<file path="src/rtl/div_seq_pkg.sv">
// div_seq_pkg: shared FSM state type for the sequential restoring divider
package div_seq_pkg;
  typedef enum logic [1:0] {IDLE, CALC, DONE} div_state_t;
endpackage

</file>
<file path="src/rtl/div_seq_subtract.sv">
// subtract: unsigned N-bit subtractor; i_a, i_b operands -> o_out = i_a - i_b, o_carry = borrow (i_a < i_b)
module subtract #(
  parameter int N = 8
) (
  input  logic [N-1:0] i_a,
  input  logic [N-1:0] i_b,
  output logic [N-1:0] o_out,
  output logic         o_carry
);
  assign {o_carry, o_out} = {1'b0, i_a} - {1'b0, i_b};
endmodule

</file>
<file path="src/rtl/div_seq.sv">
// div_seq: one-bit-per-cycle unsigned restoring divider; i_clk/i_rst_n, i_start+i_dividend/i_divisor in, o_busy/o_done/o_quotient/o_remainder/o_div_zero out
module div_seq
  import div_seq_pkg::*;
#(
  parameter int N = 8
) (
  input  logic         i_clk,
  input  logic         i_rst_n,
  input  logic         i_start,
  input  logic [N-1:0] i_dividend,
  input  logic [N-1:0] i_divisor,
  output logic         o_busy,
  output logic         o_done,
  output logic [N-1:0] o_quotient,
  output logic [N-1:0] o_remainder,
  output logic         o_div_zero
);
  localparam int CW = $clog2(N + 1);
  div_state_t r_state;
  div_state_t w_next;
  logic [N-1:0] r_r;
  logic [N-1:0] r_q;
  logic [N-1:0] r_d;
  logic [CW-1:0] r_cnt;
  logic r_busy;
  logic r_done;
  logic r_dz;
  logic [N:0] w_a;
  logic [N:0] w_b;
  logic [N:0] w_diff;
  logic w_borrow;
  logic w_unused;
  always_comb begin
    w_a = {r_r, r_q[N-1]};
    w_b = {1'b0, r_d};
    w_next = div_state_t'(r_state == IDLE ? (i_start ? (i_divisor == '0 ? DONE : CALC) : IDLE)
           : r_state == CALC ? (r_cnt == CW'(1) ? DONE : CALC) : IDLE);
  end
  subtract #(.N(N + 1)) u_sub (
    .i_a    (w_a),
    .i_b    (w_b),
    .o_out  (w_diff),
    .o_carry(w_borrow)
  );
  // top diff bit is always 0 when it is selected (no borrow), so it never reaches R
  assign w_unused = w_diff[N];
  always_ff @(posedge i_clk) begin
    if (!i_rst_n) begin
      r_state <= IDLE;
      r_r <= '0;
      r_q <= '0;
      r_d <= '0;
      r_cnt <= '0;
      r_busy <= 1'b0;
      r_done <= 1'b0;
      r_dz <= 1'b0;
    end else begin
      r_state <= w_next;
      r_busy <= w_next == CALC;
      r_done <= w_next == DONE;
      if (r_state == IDLE && i_start) begin
        r_dz <= i_divisor == '0;
        r_q <= i_divisor == '0 ? '1 : i_dividend;
        r_r <= i_divisor == '0 ? i_dividend : '0;
        r_d <= i_divisor;
        r_cnt <= CW'(N);
      end else if (r_state == CALC) begin
        r_r <= w_borrow ? w_a[N-1:0] : w_diff[N-1:0];
        r_q <= {r_q[N-2:0], ~w_borrow};
        r_cnt <= r_cnt - CW'(1);
      end
    end
  end
  assign o_busy = r_busy;
  assign o_done = r_done;
  assign o_quotient = r_q;
  assign o_remainder = r_r;
  assign o_div_zero = r_dz;
endmodule
</file>
<file path="config.mk">
export PLATFORM = sky130hd
export DESIGN_NAME = div_seq
export DESIGN_NICKNAME = d
export VERILOG_FILES = /design/src/rtl/div_seq_pkg.sv /design/src/rtl/div_seq_subtract.sv /design/src/rtl/div_seq.sv
export SDC_FILE = /design/constraint.sdc
export NUM_CORES = 1
export LEC_CHECK = 0
export BUFFER_PORTS_ARGS = -buffer_cell sky130_fd_sc_hd__buf_2
export CAP_MARGIN = 20
export CORE_MARGIN = 8
export CORE_UTILIZATION = 50
export CTS_CLUSTER_SIZE = 10
export DETAILED_ROUTE_END_ITERATION = 8
export GPL_TIMING_DRIVEN = 1
export MAX_ROUTING_LAYER = met4
export PLACE_DENSITY_LB_ADDON = 0.1
export REMOVE_ABC_BUFFERS = 1
export SETUP_SLACK_MARGIN = 0.3
export SLEW_MARGIN = 30
export SYNTH_ARGS = -nofsm -noshare
export SYNTH_HDL_FRONTEND = slang
export SYNTH_HIERARCHICAL = 1
export SYNTH_SLANG_ARGS = --single-unit
</file>
<file path="constraint.sdc">
create_clock -name i_clk -period 2.35 [get_ports i_clk]
set_clock_uncertainty 0.2 [all_clocks]
set_input_delay 0.1175 -clock i_clk [delete_from_list [all_inputs] [get_ports i_clk]]
set_output_delay 0.1175 -clock i_clk [all_outputs]
set_load 0.05 [all_outputs]
</file>
==> impl_summary.log, run 1 <==
INFO  metric maxCapViolations = 0
INFO  metric global_route.usage.met2 = approximately 28%
INFO  metric finalWorstSetupSlack = -0.1304 ns
INFO  metric cts_inserted_buffers = 5
INFO  metric met3_resource_use_gr = ~4.4%
INFO  metric pin_count_of_the_biggest_net_entering_global_routing = 39
INFO  metric period_needed = 2.480 ns
INFO  metric grt_use_total = between 10% and 20%
INFO  metric r2r_cells = 10
INFO  metric drt-initial-drc-count = 109
INFO  metric numPlacedInstances = 330
INFO  metric critical_path_origin = r_d[1]$_SDFFE_PN0P_
INFO  metric failing_checks = negative setup slack
INFO  metric syn_area_per_cell = ~8.7 sq um
INFO  metric yosys_warnings = 6
INFO  metric tritoncts = built
INFO  metric rsz0062_at_grt = true
INFO  metric setup_total_negative_slack = -0.4779 ns
INFO  metric pre_cts_ws = -0.2081 ns
INFO  metric share_of_final_layout_standard_cells_stronger_than_drive_strength_1 = about a third
INFO  metric io_buffer_count = 37
INFO  metric final_nets = 340
INFO  metric routed_wire_length_per_instance = between 10 and 15 um
INFO  metric global_route.usage.met1 = between 20% and 30%
INFO  metric crit_path_frequent_cell = sky130_fd_sc_hd__a21o_1
INFO  metric grt_pass1_wl = 9170 um
INFO  metric htree_num_levels = 2
INFO  metric critical-path-max-stage-delay = 0.33 ns
INFO  metric run_status = finished with violations
INFO  metric total_wire_length = around 5400 um
INFO  metric slew_at_the_pin_closest_to_its_max_slew_limit = approximately 0.64 ns
INFO  metric antenna_cells = 0
INFO  metric power.ir.vdd_worst = about 0.45 mV
INFO  metric critPathCaptureType = flip-flop
INFO  metric ios = 38
INFO  metric layout_commonest_cell = sky130_fd_sc_hd__buf_2
INFO  metric crit_required = 2.32 ns
INFO  metric critPathKind = flip-flop to flip-flop
INFO  metric drt_drc_violations_left = 0
INFO  metric p_leak = about 1.2 nW
INFO  metric route.vias.total = around 1900
INFO  metric maxSlewHeadroom = a little under three fifths
INFO  metric drt_pass1_iterations = 4
INFO  metric synth.cell_area = 0.002048 sq mm
INFO  metric r2r-start = r_d[1]$_SDFFE_PN0P_
INFO  metric synthToLayoutAreaGrowth = 36.84%
INFO  metric gp_congestion = roughly 0.84
INFO  metric powerDensity = between 600 and 700 mW/mm^2
INFO  metric regToRegEndpoint = o_remainder[7]$_SDFFE_PN0P_
INFO  metric clockRootBuffer = sky130_fd_sc_hd__clkbuf_8
INFO  metric critical_path_arrival = 2.45 ns
INFO  metric clk_transition_reported_paths = approximately 0.070 ns
INFO  metric floorplan.core_area = approximately 0.0040 sq mm
INFO  metric gr-total-overflow = 0
INFO  metric clock-sinks = 33
INFO  metric slowest_stage = sky130_fd_sc_hd__dfxtp_2
INFO  metric avgViaCountPerCell = between 5 and 6
INFO  metric placement_rows = 23
INFO  metric die_area = around 0.0064 sq mm
INFO  metric cp-start-kind = flip-flop
INFO  metric cp_num_cells = 10
INFO  metric setup_viol = 8
INFO  metric mostFrequentLayoutCells = 37 x sky130_fd_sc_hd__buf_2, 26 x sky130_fd_sc_hd__buf_4, 25 x sky130_fd_sc_hd__nand2_1, 23 x sky130_fd_sc_hd__dfxtp_1
INFO  metric clk-insertion-delay-late = about 0.29 ns
INFO  metric final_antenna_net_count = 0
INFO  metric dieHeight = about 80 um
INFO  metric buffer_and_inverter_count_on_the_worst_path = 2
INFO  metric final_min_period_over_clock_period = 105.5%
INFO  metric detailedPlacementHpwl = 3649 um
INFO  metric clock_tree.buffer_depth = 2
INFO  metric cp_cell_sequence = inv_2, ha_4, a21o_1, a21o_1, a41o_1, a31oi_4, buf_6, mux2_4, o211ai_1, a2bb2oi_1
INFO  metric die_w = 80.01 um
INFO  metric finalHoldViolCount = 0
INFO  metric maxClockFrequency = 0.4032 GHz
INFO  metric r2r_setup_slack = -0.13 ns
INFO  metric postSynthCellCount = roughly 240
INFO  metric crit_family = compound AO/OA/AOI/OAI gates
INFO  metric vias_in_the_first_global_route = 1973
INFO  metric layoutNonFillerInstCount = roughly 360
INFO  metric start_util = between 50 and 60%
INFO  metric top_usage_layer = met2
INFO  metric antenna_found_initial = 0
INFO  metric path_max_fanout = 5
INFO  metric worst_setup_path_endpoint = o_remainder[7]$_SDFFE_PN0P_
INFO  metric finalMaxSlewViolations = 0
INFO  metric whs = 0.003114 ns
INFO  metric hp-class = input port to flip-flop
-- stage by stage --
stage | utilization (%) | power (W) | cell area, sq um
2_1_floorplan | - | 0.001083 | 1962
3_3_place_gp | 59.61 | 0.001281 | 2367
3_5_place_dp | 59.61 | 0.001282 | 2367
4_1_cts | 69.06 | 0.001832 | 2743
5_1_grt | 70.57 | 0.001979 | 2803
6_report | 70.57 | 0.001887 | 2803
-- final cells by class --
type	instances	area, sq um
Clock buffer	7	86.33
Timing Repair Buffer	80	553.0
Fill cell	322	1169
Tap cell	50	62.56
Inverter	15	56.30
Multi-Input combinational cell	174	1371
Sequential cell	33	673.1
-- report_power, final --
group | internal, W | switching, W
Combinational | 0.000383 | 0.000410
Sequential | 0.000611 | 0.0000455
Clock | 0.000232 | 0.000204
Total | 0.00123 | 0.000660
-- sequential cells by signal (all words and copies together), names as in the netlist --
register,count
o_quotient,8
r_cnt,4
o_done,1
o_div_zero,1
o_remainder,8
r_d,8
r_state,2
o_busy,1
-- per-layer routing --
| layer | vias to the layer above | wire, um | part of all wire (%) |
|---|---|---|---|
| met5 | - | 0 | 0 |
| li1 | 982 | - | - |
| met4 | 0 | 32 | 0.59 |
| met2 | 46 | 2431 | 45 |
| met1 | 907 | 2693 | 50 |
| met3 | 4 | 223 | 4.1 |
-- worst min-delay path by stage --
stage | from | to | slack (ns) | cells after the start
after detailed placement | i_dividend[5] | o_quotient[5]$_SDFFE_PN0P_ | 0.20 | 3
after global placement | i_divisor[6] | r_d[6]$_SDFFE_PN0P_ | 0.19 | 3
after global routing | i_dividend[0] | o_quotient[0]$_SDFFE_PN0P_ | 0.03 | 3
after floorplan | i_rst_n | o_busy$_SDFF_PN0_ | 0.04 | 1
final | i_dividend[0] | o_quotient[0]$_SDFFE_PN0P_ | 0.003 | 3
after CTS | i_dividend[0] | o_quotient[0]$_SDFFE_PN0P_ | 0.006 | 3
-- what timing repair did --
action | 4_1_cts | 5_1_grt
pin swaps | 14 | 9
resized for setup | 25 | 12
buffers inserted | 3 | 3
hold endpoints to repair | 15 | 0
hold buffers | 15 | 0
endpoints found under the setup margin | 9 | 10
gates cloned | 1 | 0
-- worst register-to-register path: cells and delay by family, from the launching register on --
kind	cells	cell delay [ns]
AOI/OAI and AO/OA	6	1.11
buffers and inverters	2	0.24
muxes	1	0.31
adders and majority gates	1	0.19
DFF	1	0.33
Note: power is estimated with default switching activity, not from simulation.
==> run 2, diff against run 1 <==
--- a/config.mk
+++ b/config.mk
@@ -7,8 +7,10 @@
 export LEC_CHECK = 0
 export BUFFER_PORTS_ARGS = -buffer_cell sky130_fd_sc_hd__buf_2
 export CAP_MARGIN = 20
+export CELL_PAD_IN_SITES_DETAIL_PLACEMENT = 1
+export CELL_PAD_IN_SITES_GLOBAL_PLACEMENT = 2
 export CORE_MARGIN = 8
-export CORE_UTILIZATION = 50
+export CORE_UTILIZATION = 30
 export CTS_CLUSTER_SIZE = 10
 export DETAILED_ROUTE_END_ITERATION = 8
 export GPL_TIMING_DRIVEN = 1
==> run 2 against run 1 <==
The run now ends clean. Final cell count increased by 10%. Sequential share of layout area decreased by 0.80 points. Combinational power increased by 4.0%. Total power increased by 1.6%. Sequential cell count unchanged. Global-route usage decreased by 4.5 points. First-iteration DRC count decreased by 20%. Sequential power decreased by 2%. Fmax increased by 5.7%. Critical endpoint is now o_remainder[4]$_SDFFE_PN0P_.
==> impl_summary.log, run 2 (synthesized netlist as in run 1, its figures left out) <==
INFO  metric dieHeight = roughly 99 um
INFO  metric routed_wire_length_per_instance = 15.80 um
INFO  metric r2r_cells = 10
INFO  metric period_needed = about 2.3 ns
INFO  metric cp_num_cells = 10
INFO  metric power.ir.vdd_worst = between 0.2 and 0.3 mV
INFO  metric hp-class = input port to flip-flop
INFO  metric p_leak = around 1.2 nW
INFO  metric rsz0062_at_grt = true
INFO  metric mostFrequentLayoutCells = 37 x sky130_fd_sc_hd__buf_2, 32 x sky130_fd_sc_hd__buf_4, 29 x sky130_fd_sc_hd__dfxtp_1, 25 x sky130_fd_sc_hd__nand2_1, 16 x sky130_fd_sc_hd__dlygate4sd3_1
INFO  metric cp_cell_sequence = inv_2, ha_4, a21o_1, a21o_1, a41o_1, a31oi_4, buf_8, mux2_4, o211ai_1, a2bb2oi_1
INFO  metric layout_commonest_cell = sky130_fd_sc_hd__buf_2
INFO  metric critPathKind = flip-flop to flip-flop
INFO  metric cts_inserted_buffers = 5
INFO  metric critPathCaptureType = flip-flop
INFO  metric ios = 38
INFO  metric clock_tree.buffer_depth = 2
INFO  metric setup_total_negative_slack = 0 ns
INFO  metric powerDensity = between 600 and 700 mW/mm^2
INFO  metric whs = ~0.044 ns
INFO  metric antenna_found_initial = 0
INFO  metric route.vias.total = slightly below 2000
INFO  metric crit_path_frequent_cell = sky130_fd_sc_hd__a21o_1
INFO  metric pre_cts_ws = -0.2652 ns
INFO  metric htree_num_levels = 2
INFO  metric finalWorstSetupSlack = 0.004257 ns
INFO  metric cp-start-kind = flip-flop
INFO  metric run_status = complete, no violations
INFO  metric maxSlewHeadroom = 55.26%
INFO  metric io_buffer_count = 37
INFO  metric gr-total-overflow = 0
INFO  metric finalMaxSlewViolations = 0
INFO  metric clock-sinks = 33
INFO  metric critical-path-max-stage-delay = 0.33 ns
INFO  metric maxClockFrequency = between 0.4 and 0.5 GHz
INFO  metric buffer_and_inverter_count_on_the_worst_path = 2
INFO  metric tritoncts = built
INFO  metric gp_congestion = between 0.7 and 0.8
INFO  metric drt_drc_violations_left = 0
INFO  metric drt_pass1_iterations = 4
INFO  metric final_antenna_net_count = 0
INFO  metric path_max_fanout = 8
INFO  metric clk-insertion-delay-late = a little under 0.3 ns
INFO  metric grt_use_total = 13.58%
INFO  metric drt-initial-drc-count = 87
INFO  metric slowest_stage = sky130_fd_sc_hd__dfxtp_2
INFO  metric die_area = a little under 0.01 sq mm
INFO  metric floorplan.core_area = approximately 0.0067 sq mm
INFO  metric setup_viol = 0
INFO  metric detailedPlacementHpwl = between 4000 and 5000 um
INFO  metric crit_required = ~2.3 ns
INFO  metric synthToLayoutAreaGrowth = 39.95%
INFO  metric placement_rows = 30
INFO  metric finalHoldViolCount = 0
INFO  metric antenna_cells = 0
INFO  metric total_wire_length = approximately 6300 um
INFO  metric pin_count_of_the_biggest_net_entering_global_routing = 23
INFO  metric critical_path_arrival = between 2 and 2.5 ns
INFO  metric share_of_final_layout_standard_cells_stronger_than_drive_strength_1 = approximately 34%
INFO  metric start_util = between 30% and 40%
INFO  metric vias_in_the_first_global_route = about 2100
INFO  metric worst_hold_path.num_cells = 2
INFO  metric final_min_period_over_clock_period = between 90% and 100%
INFO  metric grt_pass1_wl = between 10000 and 15000 um
INFO  metric final_nets = between 300 and 400
INFO  metric clk_transition_reported_paths = about 0.070 ns
INFO  metric avgViaCountPerCell = 4.972
INFO  metric clockRootBuffer = sky130_fd_sc_hd__clkbuf_8
INFO  metric die_w = about 100 um
INFO  metric slew_at_the_pin_closest_to_its_max_slew_limit = about 0.67 ns
INFO  metric maxCapViolations = 0
INFO  metric crit_family = compound AO/OA/AOI/OAI gates
[run 2: cell types whose count changed in the layout (fill, tap and decap cells not counted), sizes merged]
cell         previous run  this run
buf                    65        71
dlygate4sd3            15        16
[run 2: worst register-to-register path: stages (launching register included)]
cell and delay (ns):
sky130_fd_sc_hd__dfxtp_2 0.33, sky130_fd_sc_hd__inv_2 0.05, sky130_fd_sc_hd__ha_4 0.22, sky130_fd_sc_hd__a21o_1 0.15, sky130_fd_sc_hd__a21o_1 0.17, sky130_fd_sc_hd__a41o_1 0.22
sky130_fd_sc_hd__a31oi_4 0.17, sky130_fd_sc_hd__buf_8 0.17, sky130_fd_sc_hd__mux2_4 0.30, sky130_fd_sc_hd__o211ai_1 0.17, sky130_fd_sc_hd__a2bb2oi_1 0.08
[run 2: worst paths after layout]
kind,from,endpoint,slack (ns)
max,r_d[1]$_SDFFE_PN0P_,o_remainder[4]$_SDFFE_PN0P_,0.004
min,i_rst_n,r_state[0]$_SDFF_PN0_,0.04
max reg2reg,r_d[1]$_SDFFE_PN0P_,o_remainder[4]$_SDFFE_PN0P_,0.004
min reg2reg,r_d[5]$_SDFFE_PN0P_,r_d[5]$_SDFFE_PN0P_,0.25
[run 2: cell type report]
cell class	count	area (sq um)
Fill cell	801	3852
Multi-Input combinational cell	174	1346
Sequential cell	33	665.6
Timing Repair Buffer	87	611.8
Tap cell	80	100.1
Clock buffer	7	86.33
Inverter	15	56.30
[run 2: what timing repair did]
action,CTS,global route
endpoints found under the setup margin,9,9
endpoints found under the hold margin,16,0
pin swaps,13,3
setup buffers,6,1
hold buffers,16,0
gates resized for setup,15,14
[run 2: power by group]
group	internal [W]	switching [W]	total, W
registers	0.000609	0.0000337	0.000643
clock network	0.000233	0.000215	0.000448
logic	0.000403	0.000423	0.000826
total	0.00124	0.000672	0.00192
[run 2: stage by stage]
| step | cells | utilization, % | total power [W] | area (sq um) |
|---|---|---|---|---|
| after floorplan | 222 | - | 0.001083 | 1962 |
| after global placement | 366 | 36.46 | 0.001325 | 2450 |
| after detailed placement | 366 | 36.46 | 0.001329 | 2450 |
| after CTS | 395 | 41.88 | 0.001896 | 2814 |
| after global routing | 396 | 42.66 | 0.002036 | 2867 |
| final | 396 | 42.66 | 0.001917 | 2867 |
[run 2: layer usage]
metal  vias up  GRT usage, %  share of wire, %  wire (um)
li1       1000             -                 -          -
met1       936         16.92                50       3102
met3         7         2.607               2.7        166
met4         0         3.896               1.2         78
met2        26         21.77                46       2907
met5         -             -                 0          0
==> run 3, diff against run 2 <==
--- a/config.mk
+++ b/config.mk
@@ -16,6 +16,7 @@
 export GPL_TIMING_DRIVEN = 1
 export MAX_ROUTING_LAYER = met4
 export PLACE_DENSITY_LB_ADDON = 0.1
+export RECOVER_POWER = 100
 export REMOVE_ABC_BUFFERS = 1
 export SETUP_SLACK_MARGIN = 0.3
 export SLEW_MARGIN = 30
==> run 3 against run 2 <==
Fmax is essentially flat. Global-route usage is the same. Clock-buffer cell count is the same. Total power shrank 0.86%. Utilization shrank 0.99 points. Final cell count is the same. Worst setup slack gained 0.00071 ns. Die area is the same. Design area shrank 2.3%. Critical endpoint unchanged.
==> impl_summary.log, run 3 (synthesized netlist as in run 1, its figures left out) <==
INFO  metric run_status = complete, no violations
INFO  metric cp_cell_sequence = inv_2, ha_4, a21o_1, a21o_1, a41o_1, a31oi_4, buf_8, mux2_4, o211ai_1, a2bb2oi_1
INFO  metric grt_use_total = a little over an eighth
INFO  metric gr-total-overflow = 0
INFO  metric finalWorstSetupSlack = about 0.0050 ns
INFO  metric maxCapViolations = 0
INFO  metric share_of_final_layout_standard_cells_stronger_than_drive_strength_1 = roughly a quarter
INFO  metric finalMaxSlewViolations = 0
INFO  metric cp-start-kind = flip-flop
INFO  metric crit_family = compound AO/OA/AOI/OAI gates
INFO  metric dieHeight = ~99 um
INFO  metric clk-insertion-delay-late = between 0.2 and 0.3 ns
INFO  metric p_clk_share = between 20% and 30%
INFO  metric net-switching-power = 0.0006690 W
INFO  metric period_needed = about 2.3 ns
INFO  metric pin_count_of_the_biggest_net_entering_global_routing = 23
INFO  metric die_w = 98.63 um
INFO  metric setup_viol = 0
INFO  metric tritoncts = built
INFO  metric clock_tree.buffer_depth = 2
INFO  metric ios = 38
INFO  metric htree_num_levels = 2
INFO  metric swShare = a little over a third
INFO  metric top_usage_layer = met2
INFO  metric setup_total_negative_slack = 0 ns
INFO  metric path_max_fanout = 8
INFO  metric antenna_cells = 0
INFO  metric critical_path_arrival = 2.32 ns
INFO  metric power.share.combinational = 42.6%
INFO  metric final_cell_area = around 0.0028 sq mm
INFO  metric critical-path-max-stage-delay = roughly 0.33 ns
INFO  metric critPathCaptureType = flip-flop
INFO  metric hp-class = input port to flip-flop
INFO  metric route.vias.total = just under 2000
INFO  metric met3_resource_use_gr = ~2.6%
INFO  metric final_antenna_net_count = 0
INFO  metric mostFrequentLayoutCells = 29 x sky130_fd_sc_hd__dfxtp_1, 29 x sky130_fd_sc_hd__buf_4, 25 x sky130_fd_sc_hd__nand2_1, 24 x sky130_fd_sc_hd__clkbuf_1, 17 x sky130_fd_sc_hd__buf_2
INFO  metric rsz0062_at_grt = true
INFO  metric seqPwrFrac = 33.9%
INFO  metric slew_at_the_pin_closest_to_its_max_slew_limit = about 0.85 ns
INFO  metric clk_transition_reported_paths = roughly 0.070 ns
INFO  metric layoutNonFillerInstCount = between 300 and 400
INFO  metric placedInstanceArea = 0.002450 sq mm
INFO  metric internal-power = 0.001231 W
INFO  metric crit_required = between 2 and 2.5 ns
INFO  metric fillCellCount = about 800
INFO  metric final_nets = roughly 350
INFO  metric maxSlewHeadroom = a little over two fifths
INFO  metric synthToLayoutAreaGrowth = 36.71%
INFO  metric clock-sinks = 33
INFO  metric global_route.usage.met2 = between 20% and 30%
INFO  metric drt_drc_violations_left = 0
INFO  metric crit_path_frequent_cell = sky130_fd_sc_hd__a21o_1
INFO  metric power.ir.vdd_worst = 0.2636 mV
INFO  metric cts_inserted_buffers = 5
INFO  metric clockRootBuffer = sky130_fd_sc_hd__clkbuf_8
INFO  metric finalHoldViolCount = 0
INFO  metric placement_rows = 30
INFO  metric gp_congestion = ~0.72
INFO  metric final_min_period_over_clock_period = between 90% and 100%
INFO  metric grt_pass1_wl = 10540 um
INFO  metric p_leak = 1.147 nW
INFO  metric antenna_found_initial = 0
INFO  metric slowest_stage = sky130_fd_sc_hd__dfxtp_2
INFO  metric global_route.usage.met1 = between 10% and 20%
INFO  metric die_area = 0.009727 sq mm
INFO  metric powerDensity = just under 700 mW/mm^2
INFO  metric drt-initial-drc-count = 97
INFO  metric maxClockFrequency = 0.4264 GHz
INFO  metric critPathKind = flip-flop to flip-flop
INFO  metric buffer_and_inverter_count_on_the_worst_path = 2
INFO  metric pre_cts_ws = -0.2652 ns
INFO  metric io_buffer_count = 37
INFO  metric start_util = 30.48%
INFO  metric numPlacedInstances = 366
INFO  metric detailedPlacementHpwl = 4485 um
INFO  metric routed_wire_length_per_instance = 15.77 um
INFO  metric drt_pass1_iterations = 4
INFO  metric total_wire_length = about 6200 um
INFO  metric vias_in_the_first_global_route = between 2000 and 2500
INFO  metric avgViaCountPerCell = ~5.0
INFO  metric floorplan.core_area = 0.006719 sq mm
==> run 3: final timing paths <==
kind                       start                     endpoint  slack [ns]  cells after the start
max          r_d[1]$_SDFFE_PN0P_  o_remainder[4]$_SDFFE_PN0P_       0.005                     10
min                      i_rst_n        r_state[0]$_SDFF_PN0_        0.04                      2
max reg2reg  r_d[1]$_SDFFE_PN0P_  o_remainder[4]$_SDFFE_PN0P_       0.005                     10
min reg2reg  r_d[5]$_SDFFE_PN0P_          r_d[5]$_SDFFE_PN0P_        0.25                      2
==> run 3: worst reg2reg max path: cells and delay by family, from the launching register on <==
| kind | cells | cell delay, ns |
|---|---|---|
| buf+inv | 2 | 0.22 |
| mux | 1 | 0.30 |
| compound gates | 6 | 0.96 |
| fa+ha+maj | 1 | 0.22 |
| flops | 1 | 0.33 |
==> run 3: metrics by stage <==
step	hold WS [ns]	power [W]	util, %
2_1_floorplan	0.03509	0.001083	-
3_3_place_gp	0.1747	0.001325	36.46
3_5_place_dp	0.1906	0.001329	36.46
4_1_cts	0.03887	0.001896	41.88
5_1_grt	0.05898	0.002019	41.68
6_report	0.04153	0.001900	41.68
==> run 3: repair_timing <==
action                                 CTS  global route
buffers inserted                         6             1
hold buffers                            16             0
setup endpoints to repair                9             9
pin swaps                               13             3
cloned                                   0             0
gates resized for setup                 15            14
endpoints found under the hold margin   16             0
==> run 3: area by class of cell <==
cell class / count / area (sq um) / share of cell area (%)
flip-flops and latches: 33 / 665.6 / 23.77
multi-input cells: 174 / 1316 / 47.01
clock buffers: 7 / 86.33 / 3.083
inverters: 15 / 56.30 / 2.011
repair buffers: 87 / 575.6 / 20.55
well taps: 80 / 100.1 / 3.575
==> run 3: metal layers <==
layer	up-vias	routed length (um)
li1	999	-
met1	927	3063
met2	27	2935
met3	8	174
met4	0	73
met5	-	0
==> run 3: power groups by stage <==
stage / Clock, W / Sequential [W] / Combinational, W
after floorplan: 0 / 0.000764 / 0.000319
after global placement: 0 / 0.000651 / 0.000674
after detailed placement: 0 / 0.000651 / 0.000678
after CTS: 0.000467 / 0.000642 / 0.000786
after global routing: 0.000487 / 0.000650 / 0.000882
final: 0.000447 / 0.000643 / 0.000810
